`src/rtl/fetch_pc_predict.sv`:
```
// fetch_pc_predict: fetch-stage PC generator feeding the branch target buffer.
// Owns the fetch PC, drives BTB index/write, and redirects fetch on
// predicted-taken branches using the registered BTB read data.
// Optional feature macro: FETCH_BHT_EN adds a 2-bit-counter branch history
// table that must agree (counter MSB set) before a BTB hit redirects fetch.
// Naming note: prev_pc_q is the previous fetch PC (the PC whose BTB read is
// arriving on btb_target this cycle); *_d are always next-state values.
module fetch_pc_predict #(
    parameter logic [31:0] RESET_PC = 32'h0000_0000,
    parameter int          IDX_W    = 6
) (
    input  logic             clk,
    input  logic             reset,
    input  logic             stall,
    input  logic             redirect_valid,
    input  logic [31:0]      redirect_pc,
    input  logic             upd_valid,
    input  logic [IDX_W-1:0] upd_idx,
    input  logic             upd_taken,
    input  logic [31:0]      upd_target,
    input  logic [31:0]      btb_target,
    output logic [IDX_W-1:0] btb_index,
    output logic             btb_write,
    output logic [31:0]      btb_load,
    output logic [31:0]      pc,
    output logic             fetch_valid,
    output logic             pred_taken
);

    typedef enum logic {
        S_BOOT,
        S_RUN
    } state_t;

    state_t      state_q, state_d;
    logic [31:0] pc_q, pc_d;
    logic [31:0] prev_pc_q, prev_pc_d;
    logic        pd_valid_q, pd_valid_d;
    logic        btb_ok_q;

    logic [IDX_W-1:0] cur_idx;
    logic [IDX_W-1:0] prev_idx;
    logic             pred_gate;
    logic             hit;

    assign cur_idx  = pc_q[IDX_W+1:2];
    assign prev_idx = prev_pc_q[IDX_W+1:2];

    // A taken resolution installs its target; not-taken never touches the BTB.
    assign btb_write = upd_valid & upd_taken;
    assign btb_load  = upd_target;

    // Writes own the BTB port; a stall re-reads the pending branch's entry so
    // btb_target stays valid for that branch until the stall releases.
    assign btb_index = btb_write ? upd_idx : (stall ? prev_idx : cur_idx);

    assign pc = pc_q;

`ifdef FETCH_BHT_EN
    localparam int DEPTH = 1 << IDX_W;

    logic [1:0] bht_q [0:DEPTH-1];
    logic [1:0] bht_prev_q, bht_prev_d;
    logic [1:0] bht_upd_old;

    assign bht_upd_old = bht_q[upd_idx];
    assign pred_gate   = bht_prev_q[1];

    // Saturating 2-bit counters trained by resolved branches; reset weakly not-taken.
    always_ff @(posedge clk or negedge reset) begin
        if (!reset) begin
            for (int i = 0; i < DEPTH; i++) begin
                bht_q[i] <= 2'b01;
            end
        end else if (upd_valid) begin
            if (upd_taken && (bht_upd_old != 2'b11)) begin
                bht_q[upd_idx] <= bht_upd_old + 2'b01;
            end else if (!upd_taken && (bht_upd_old != 2'b00)) begin
                bht_q[upd_idx] <= bht_upd_old - 2'b01;
            end
        end
    end

    // Counter value captured alongside prev_pc_q so it lines up with btb_target.
    always_ff @(posedge clk or negedge reset) begin
        if (!reset) begin
            bht_prev_q <= 2'b00;
        end else begin
            bht_prev_q <= bht_prev_d;
        end
    end
`else
    assign pred_gate = 1'b1;
`endif

    // A zero target means an empty BTB entry, never a real prediction.
    assign hit = pd_valid_q & btb_ok_q & pred_gate & (btb_target != 32'd0);

    // State, PC pipeline and BTB-read tracking registers.
    always_ff @(posedge clk or negedge reset) begin
        if (!reset) begin
            state_q    <= S_BOOT;
            pc_q       <= RESET_PC;
            prev_pc_q  <= 32'd0;
            pd_valid_q <= 1'b0;
            btb_ok_q   <= 1'b0;
        end else begin
            state_q    <= state_d;
            pc_q       <= pc_d;
            prev_pc_q  <= prev_pc_d;
            pd_valid_q <= pd_valid_d;
            btb_ok_q   <= ~btb_write;
        end
    end

    // Next-PC selection: redirect, then stall, then prediction, then sequential.
    always_comb begin
        state_d     = state_q;
        pc_d        = pc_q;
        prev_pc_d   = prev_pc_q;
        pd_valid_d  = pd_valid_q;
        fetch_valid = 1'b0;
        pred_taken  = 1'b0;
`ifdef FETCH_BHT_EN
        bht_prev_d  = bht_prev_q;
`endif
        case (state_q)
            S_BOOT: begin
                state_d = S_RUN;
            end
            S_RUN: begin
                fetch_valid = 1'b1;
                if (redirect_valid) begin
                    pc_d        = redirect_pc;
                    pd_valid_d  = 1'b0;
                    fetch_valid = 1'b0;
                end else if (stall) begin
                    pc_d = pc_q;
                end else if (hit) begin
                    pc_d        = btb_target;
                    pred_taken  = 1'b1;
                    fetch_valid = 1'b0;
                    pd_valid_d  = 1'b0;
                end else begin
                    pc_d       = pc_q + 32'd4;
                    prev_pc_d  = pc_q;
                    pd_valid_d = 1'b1;
`ifdef FETCH_BHT_EN
                    bht_prev_d = bht_q[cur_idx];
`endif
                end
            end
            default: begin
                state_d = S_BOOT;
            end
        endcase
    end

endmodule
```
`config.mk`:
```
export PLATFORM = sky130hd
export DESIGN_NAME = fetch_pc_predict
export DESIGN_NICKNAME = d
export VERILOG_FILES = /design/src/rtl/fetch_pc_predict.sv
export SDC_FILE = /design/constraint.sdc
export NUM_CORES = 1
export LEC_CHECK = 0
export ABC_AREA = 1
export CORE_ASPECT_RATIO = 1.25
export CORE_UTILIZATION = 45
export DETAILED_ROUTE_END_ITERATION = 10
export PLACE_DENSITY = 0.87
export SYNTH_ARGS = -nofsm -noshare
export SYNTH_HDL_FRONTEND = slang
export SYNTH_SLANG_ARGS = --single-unit
```
`constraint.sdc`:
```
create_clock -name clk -period 3.8 [get_ports clk]
set_clock_uncertainty 0.2 [all_clocks]
set_input_delay 0.95 -clock clk [delete_from_list [all_inputs] [get_ports clk]]
set_output_delay 0.95 -clock clk [all_outputs]
set_load 0.005 [all_outputs]
```
==> results of run 1 <==
==> cells by family after synthesis <==
group / Yosys count
simple gates: 393
flops: 41
buf+inv: 132
other cells: 1
xor+xnor: 9
fa+ha+maj: 1
compound gates: 51
==> per-layer routing <==
metal	track usage	vias up	wire, um	part of all wire
li1	-	2120	-	-
met1	0.334	2015	4800	0.40
met2	0.505	229	6090	0.50
met3	0.0532	33	943	0.078
met4	0.117	0	298	0.025
met5	0	-	0	0
==> layout make-up <==
| type | count | area [um^2] |
|---|---|---|
| Fill cell | 780 | 3250 |
| Multi-Input combinational cell | 455 | 2140 |
| Timing Repair Buffer | 135 | 1300 |
| Sequential cell | 41 | 1030 |
| Inverter | 73 | 274 |
| Tap cell | 97 | 121 |
| Clock buffer | 5 | 68.8 |
| Clock inverter | 3 | 22.5 |
==> flip-flops by register name, summed over array words and instances, names as in the netlist <==
| name | cells |
|---|---|
| state_q | 1 |
| prev_pc_q | 6 |
| pd_valid_q | 1 |
| pc | 32 |
| btb_ok_q | 1 |
==> worst max-delay path, delay by kind of cell <==
kind	cells	cell delay, ns
compound gates	1	0.17
simple gates	1	0.07
buf+inv	3	1.36
==> timing repair <==
| item | 4_1_cts | 5_1_grt |
|---|---|---|
| resized for setup | 6 | 2 |
| hold buffers | 0 | 0 |
| endpoints found under the setup margin | 2 | 6 |
| buffers inserted | 0 | 0 |
| pin swaps | 3 | 0 |
==> stage by stage <==
step / setup TNS, ns / cells / utilization
floorplan: 0 / 628 / -
global placement: -0.199 / 801 / 0.591
detailed placement: -0.252 / 801 / 0.591
CTS: 0 / 809 / 0.604
global route: 0 / 809 / 0.604
finish: 0 / 809 / 0.604
==> cell usage in the layout, fill, tap and decap left out, drive strengths merged <==
| master | synthesis | layout |
|---|---|---|
| nand3 | 47 | 47 |
| clkdlybuf4s50 | 0 | 113 |
| o21ai | 14 | 14 |
| clkinvlp | 0 | 3 |
| clkbuf | 13 | 5 |
| inv | 69 | 69 |
| or2 | 3 | 3 |
| nand4 | 32 | 32 |
| nand2 | 194 | 194 |
| dfrtp | 41 | 41 |
| nand3b | 10 | 10 |
| ha | 1 | 1 |
| xor2 | 8 | 8 |
| dlygate4sd2 | 0 | 2 |
| clkinv | 4 | 4 |
| a21oi | 31 | 31 |
| nor4 | 1 | 1 |
| xnor2 | 1 | 1 |
| buf | 46 | 20 |
| a31oi | 6 | 6 |
| nor2 | 106 | 106 |
| conb | 1 | 1 |
==> where the power goes <==
| group | internal, mW | total [mW] | switching (mW) |
|---|---|---|---|
| registers | 0.517 | 0.631 | 0.115 |
| clock network | 0.129 | 0.305 | 0.175 |
| logic | 0.361 | 0.730 | 0.369 |
==> path summary, 6_finish.rpt <==
| check | start | endpoint | cells past startpoint |
|---|---|---|---|
| hold / removal | pc[0]$_DFFE_PN0P_ | pc[0]$_DFFE_PN0P_ | 2 |
| max in group asynchronous | reset | pc[19]$_DFFE_PN0P_ | 1 |
| setup reg to reg | pc[3]$_DFFE_PN0P_ | pc[24]$_DFFE_PN0P_ | 12 |
| hold reg to reg | pc[0]$_DFFE_PN0P_ | pc[0]$_DFFE_PN0P_ | 2 |
| setup / recovery | stall | btb_index[5] | 5 |
| min in group asynchronous | reset | prev_pc_q[4]$_DFFE_PN0P_ | 1 |
==> cells in the mapped netlist <==
| master | instances | area (um^2) |
|---|---|---|
| nand2_2 | 3 | 18.8 |
| o21ai_1 | 11 | 55.1 |
| dfrtp_1 | 41 | 1030 |
| clkinv_1 | 4 | 15.0 |
| clkbuf_1 | 13 | 48.8 |
| nand2_4 | 3 | 33.8 |
| o21ai_2 | 1 | 8.76 |
| or2_2 | 3 | 18.8 |
| inv_1 | 67 | 251 |
| a31oi_1 | 6 | 37.5 |
| xnor2_1 | 1 | 8.76 |
| o21ai_0 | 2 | 10.0 |
| nor2_1 | 96 | 360 |
| buf_2 | 9 | 45.0 |
| nand3b_1 | 10 | 75.1 |
| buf_4 | 32 | 240 |
| nand3_1 | 45 | 225 |
| ha_1 | 1 | 12.5 |
| xor2_1 | 8 | 70.1 |
| nor2_4 | 4 | 45.0 |
| nand3_2 | 2 | 20.0 |
| a21oi_1 | 31 | 155 |
| inv_2 | 2 | 7.51 |
| nor4_1 | 1 | 6.26 |
| buf_1 | 5 | 18.8 |
| conb_1 | 1 | 3.75 |
| nand2_1 | 188 | 706 |
| nor2_8 | 1 | 20.0 |
| nor2_2 | 5 | 31.3 |
| nand4_1 | 32 | 200 |
==> key figures, run 1 <==
Run status
  – Result of the run: finished with violations
  – Violations in the final reports: design-rule violations

GRT
  – Number of global-route vias before repair: 4393
  – Total overflow reported by the global router: 0
  – Total global routing track utilization: 0.285
  – First-pass GRT wire length: 20.3 mm
  – Largest net degree at the start of global routing: 49
  – Antenna violations before repair: 0

Cells and area
  – Number of antenna diodes: 0
  – Layout area overhead: 31.1%
  – Number of nets in the finished design: 820
  – Share of cells above drive strength 1: 0.0815
  – Final Instance Area: a little under 5000 um^2

Critical path
  – Critical path required time: between 2 and 3 ns
  – Max FO, Critical Path: 9
  – Category of the critical setup timing path: input pin to output pin
  – Setup crit end kind: output pin
  – Arrival time at the worst endpoint: roughly 2.6 ns
  – Ordered list of cells on the worst path: clkdlybuf4s50_1 -> inv_2 -> nand2_1 -> a31oi_1 -> clkdlybuf4s50_1
  – Worst reg2reg setup slack: 1.77 ns
  – Critical Path Source Type: input pin
  – Stage delay of the slowest cell on the critical path: 0.62 ns
  – Cell with the biggest individual delay on the critical path: clkdlybuf4s50_1
  – CP most frequent cell: clkdlybuf4s50_1

STA
  – Final period utilization: 0.974
  – Hold WS: 0.282 ns
  – Slew at the pin closest to its max-slew limit: 1.00 ns
  – Fin. Hold Viols: 0
  – Pins Over Slew Limit: 0
  – Achievable clock frequency: between 0.2 and 0.3 GHz
  – Number of failing setup endpoints in the final timing report: 0
  – Clock period minus worst slack: 3.70 ns
  – Slack of the critical path: 0.0987 ns
  – Max-slew headroom at the worst pin: 0.333
  – Unrepaired setup endpoints after global routing: false

Detailed routing
  – Detailed-route wire length: 12.1 mm
  – Antenna violation net count after detailed routing: 0
  – Number of iterations in the first detailed-routing pass: 11
  – Number of remaining DRC errors: 26
  – Vias per Instance: 5.44
  – Count of vias placed by the detailed router: 4397
  – Drt initial violations: 349
  – Average wire length per cell after detail routing: 15.0 um

Logic synthesis
  – Net count after synthesis: 737
  – Count of cell types in the netlist: 30
  – Main combinational cell family by area after synthesis: simple AND/OR/NAND/NOR gates
  – Register bit total from synthesis: 41
  – Synthesized area per cell: 6.01 um^2
  – Cells after Synth: 628
  – Adder-cell share of the synthesized area: 0.00331
  – Parity-gate share of the synthesized area counting xor and xnor cells: 0.0209
  – Simple-gate share of the synthesized area: 0.466
  – Post-Synthesis Cell Area: around 3800 um^2
  – Portion of the post-synthesis area used by sequential elements: 0.272
  – Fraction of synthesized area in multiplexers: 0
  – Count of warnings emitted by yosys: 0
  – Complex-gate fraction of the synthesized area: 0.0706

Power
  – Overall Power: 1.67 mW
  – Pleak: 2.38 nW
  – Worst vdd ir: 0.172 mV
  – Total power density per cell area: 337 nW/um^2

CTS
  – Register clock-pin slew on the reported worst setup and hold paths: around 0.08 ns
  – Number of clock sinks seen by CTS: 41
  – Clock root cell: clkbuf_8
  – Max Root-Sink Buffers: 2
  – TritonCTS clock tree: yes
  – Inserted Clock Buffers: 5
  – Deepest level of the CTS H-tree: 2
  – Clock latency reported for the late side of the worst-skew pair: between 0.3 and 0.4 ns

Placed design
  – PortBufs: approximately 120
  – Total placed instance area: 4840 um^2
  – Detailed placement HPWL: 9.14 mm
  – Pre-CTS setup slack: -0.176 ns
  – GP Congestion: 0.901

Die
  – Starting density of the core: 0.461
  – Rows: 37
  – Die outline area: 8760 um^2
  – Core area: ~8200 um^2
  – Die W: 83.9 um
  – Die height: 104 um
  – Num ports: 181

Hold path
  – Class of the worst hold path: register to register

Run
  – Max-cap violation count: 0
(Power assumes the default switching activity.)
==> run 2, diff against run 1 <==
--- a/config.mk
+++ b/config.mk
@@ -8,6 +8,7 @@
 export ABC_AREA = 1
 export CORE_ASPECT_RATIO = 1.25
 export CORE_UTILIZATION = 45
+export CTS_CLUSTER_SIZE = 40
 export DETAILED_ROUTE_END_ITERATION = 10
 export PLACE_DENSITY = 0.87
 export SYNTH_ARGS = -nofsm -noshare
==> constraint.sdc (replaced) <==
create_clock -name clk -period 3.8 [get_ports clk]
set_clock_uncertainty 0.2 [all_clocks]
set_input_delay 0.95 -clock clk [delete_from_list [all_inputs] [get_ports clk]]
set_output_delay 0.95 -clock clk [all_outputs]
set_load 0.02 [all_outputs]
==> run 2 against run 1 <==
Compared with the run above:
- the flow still finishes with violations (design-rule violations)
- flip-flop and latch count is the same
- clock power about the same
- utilization about the same
- global-route usage fell by 0.70 points
- combinational power is 12% higher
- final area about the same
- register-to-register slack worse by 0.03 ns
- total power grew 5.1%
- critical path type unchanged
- largest power group unchanged
==> key figures, run 2 (synthesized netlist as in run 1, its figures left out) <==
Detailed routing
  – Detailed-route wire length: 12.1 mm (about the same)
  – Antenna violation net count after detailed routing: 0 (unchanged)
  – Number of iterations in the first detailed-routing pass: 8 (was 11)
  – Vias per Instance: 5.41 (was 5.44)
  – Number of remaining DRC errors: 26 (unchanged)
  – Drt initial violations: 401 (was 349)
  – Count of vias placed by the detailed router: 4393 (was 4397)
  – Average wire length per cell after detail routing: 14.9 um (was 15.0 um)

Cells and area
  – Sequential Area: 1030 um^2 (unchanged)
  – Layout area overhead: 31.2% (was 31.1%)
  – Leading cell type in the layout, fill and taps excluded: nand2_1 (unchanged)
  – Fill cells: 774 (was 780)
  – Largest register FFs: 32 (unchanged)
  – Leading cell types in the layout, fill and taps excluded: 188 x nand2_1, 113 x clkdlybuf4s50_1, 95 x nor2_1 (was 187 x nand2_1, 113 x clkdlybuf4s50_1, 94 x nor2_1)
  – Area occupied by multi-input gates: 2120 um^2 (was 2140 um^2)
  – Share of cells above drive strength 1: 0.0797 (was 0.0815)
  – Final Instance Area: 4950 um^2 (about the same)
  – Number of nets in the finished design: 824 (was 820)
  – Final core area utilization: 0.604 (about the same)
  – Number of antenna diodes: 0 (unchanged)
  – Post-layout instance count excluding filler cells: 812 (was 809)

STA
  – Clock period minus worst slack: 3.68 ns (was 3.70 ns)
  – Achievable clock frequency: 0.272 GHz (was 0.270 GHz)
  – Fin. Hold Viols: 0 (unchanged)
  – Pins Over Slew Limit: 0 (unchanged)
  – Slew at the pin closest to its max-slew limit: 0.981 ns (was 1.00 ns)
  – Number of failing setup endpoints in the final timing report: 0 (unchanged)
  – Hold WS: 0.290 ns (was 0.282 ns)
  – Final period utilization: 0.968 (was 0.974)
  – Max-slew headroom at the worst pin: 0.346 (was 0.333)
  – Unrepaired setup endpoints after global routing: false (unchanged)

Placed design
  – Dpl cells: 805 (was 801)
  – Total placed instance area: 4870 um^2 (was 4840 um^2)
  – Detailed placement HPWL: 9.20 mm (was 9.14 mm)
  – PortBufs: 116 (unchanged)
  – GP Congestion: 0.909 (was 0.901)

CTS
  – Number of clock sinks seen by CTS: 41 (unchanged)
  – Cts repair resizes: 4 (was 6)
  – Clock root cell: clkbuf_8 (unchanged)
  – Register clock-pin slew on the reported worst setup and hold paths: 0.07 ns (was 0.08 ns)
  – Number of buffers added to fix hold violations after cts: 0 (unchanged)
  – Clock latency reported for the late side of the worst-skew pair: 0.30 ns (was 0.31 ns)
  – Deepest level of the CTS H-tree: 2 (unchanged)
  – TritonCTS clock tree: yes (unchanged)
  – Post-CTS Repair Setup Buffers: 0 (unchanged)
  – Max Root-Sink Buffers: 2 (unchanged)
  – Inserted Clock Buffers: 5 (unchanged)

Power
  – Worst vdd ir: 0.202 mV (was 0.172 mV)
  – Total power density per cell area: 354 nW/um^2 (was 337 nW/um^2)
  – Relative contribution of the clock network to total power: 0.172 (was 0.183)
  – Pleak: 2.40 nW (was 2.38 nW)
  – Part of the power in combinational logic: 0.467 (was 0.438)
  – Register share of total power: 0.361 (was 0.379)
  – Switching portion of total power: 0.414 (was 0.396)
  – Internal Power: 1.03 mW (was 1.01 mW)
  – Net switching power of the design: 725 uW (was 659 uW)

Critical path
  – Launch point of the worst path: stall (unchanged)
  – Category of the critical setup timing path: input pin to output pin (unchanged)
  – Arrival time at the worst endpoint: 2.53 ns (was 2.55 ns)
  – Buffers and inverters on the worst path: 3 (unchanged)
  – Max FO, Critical Path: 6 (was 9)
  – Family of cells with the greatest summed delay on the critical path: buffers and inverters (unchanged)
  – Reg-to-reg critical path startpoint: pc[3]$_DFFE_PN0P_ (unchanged)
  – Ordered list of cells on the worst path: clkdlybuf4s50_1 -> buf_4 -> nand2_1 -> a31oi_1 -> clkdlybuf4s50_1 (was clkdlybuf4s50_1 -> inv_2 -> nand2_1 -> a31oi_1 -> clkdlybuf4s50_1)
  – Cell with the biggest individual delay on the critical path: clkdlybuf4s50_1 (unchanged)
  – CP most frequent cell: clkdlybuf4s50_1 (unchanged)
  – Stage delay of the slowest cell on the critical path: 0.63 ns (was 0.62 ns)
  – Critical Path Source Type: input pin (unchanged)
  – Setup crit end kind: output pin (unchanged)
  – Critical path required time: 2.65 ns (about the same)

Hold path
  – Min-delay src: pc[1]$_DFFE_PN0P_ (was pc[0]$_DFFE_PN0P_)
  – Class of the worst hold path: register to register (unchanged)

Die
  – Starting density of the core: 0.461 (unchanged)
  – Die height: 104 um (unchanged)
  – Core area: 8190 um^2 (unchanged)
  – Num ports: 181 (unchanged)
  – Die W: 83.9 um (unchanged)
  – Rows: 37 (unchanged)
  – Die outline area: 8760 um^2 (unchanged)

GRT
  – First-pass GRT wire length: 19.6 mm (was 20.3 mm)
  – Total overflow reported by the global router: 0 (unchanged)
  – Total global routing track utilization: 0.278 (was 0.285)
  – Antenna violations before repair: 0 (unchanged)
  – Number of global-route vias before repair: 4294 (was 4393)
  – Largest net degree at the start of global routing: 49 (unchanged)

Run
  – Max-cap violation count: 0 (unchanged)

Run status
  – Violations in the final reports: design-rule violations (unchanged)
  – Result of the run: finished with violations (unchanged)
run 2: changes by cell type in the layout (fill, tap and decap cells not counted), sizes merged:
| cell | previous run | this run |
|---|---|---|
| buf | 20 | 25 |
| clkbuf | 5 | 8 |
| dlygate4sd2 | 2 | 0 |
| clkinvlp | 3 | 0 |
run 2: stage by stage:
stage | setup TNS, ns | power (mW) | worst slack, ns
finish | 0 | 1.75 | 0.122
global placement | -0.389 | 1.43 | -0.197
CTS | 0 | 1.75 | 0.0408
global route | 0 | 1.86 | 0.0238
floorplan | 0 | 1.13 | 0.590
detailed placement | -0.484 | 1.45 | -0.283
run 2: final cells by class:
class                   instances  share of cell area
clock buffers                   7              0.0174
multi-input cells             455               0.429
repair buffers                139               0.266
flip-flops and latches         41               0.207
inverters                      73              0.0553
well taps                      97              0.0245
run 2: worst register-to-register path: cells and delay by family, from the launching register on:
| kind | cells | cell delay, ns |
|---|---|---|
| adder cells (fa/ha/maj) | 1 | 0.25 |
| flip-flops | 1 | 0.49 |
| buffers and inverters | 1 | 0.04 |
| AND/OR/NAND/NOR | 10 | 0.98 |
run 2: worst paths after layout:
kind / end / slack [ns] / depth (start not counted)
max in group asynchronous: pc[9]$_DFFE_PN0P_ / 2.18 / 1
max reg2reg: pc[30]$_DFFE_PN0P_ / 1.74 / 12
min in group asynchronous: pc[1]$_DFFE_PN0P_ / 0.61 / 1
min: pc[1]$_DFFE_PN0P_ / 0.29 / 2
min reg2reg: pc[1]$_DFFE_PN0P_ / 0.29 / 2
max: btb_index[5] / 0.12 / 5
run 2: per-layer routing:
layer  up-vias  global-route usage  wire length (um)
li1       2119                   -                 -
met1      1985               0.316              4590
met2       245               0.484              6000
met3        44              0.0540              1080
met4         0               0.155               457
met5         -                   0                 0
run 2: power by group through the flow:
stage / clock network [mW] / registers [mW] / logic, mW
2_1_floorplan: 0 / 0.676 / 0.452
3_3_place_gp: 0 / 0.633 / 0.795
3_5_place_dp: 0 / 0.636 / 0.811
4_1_cts: 0.303 / 0.630 / 0.815
5_1_grt: 0.324 / 0.642 / 0.896
6_report: 0.302 / 0.632 / 0.818
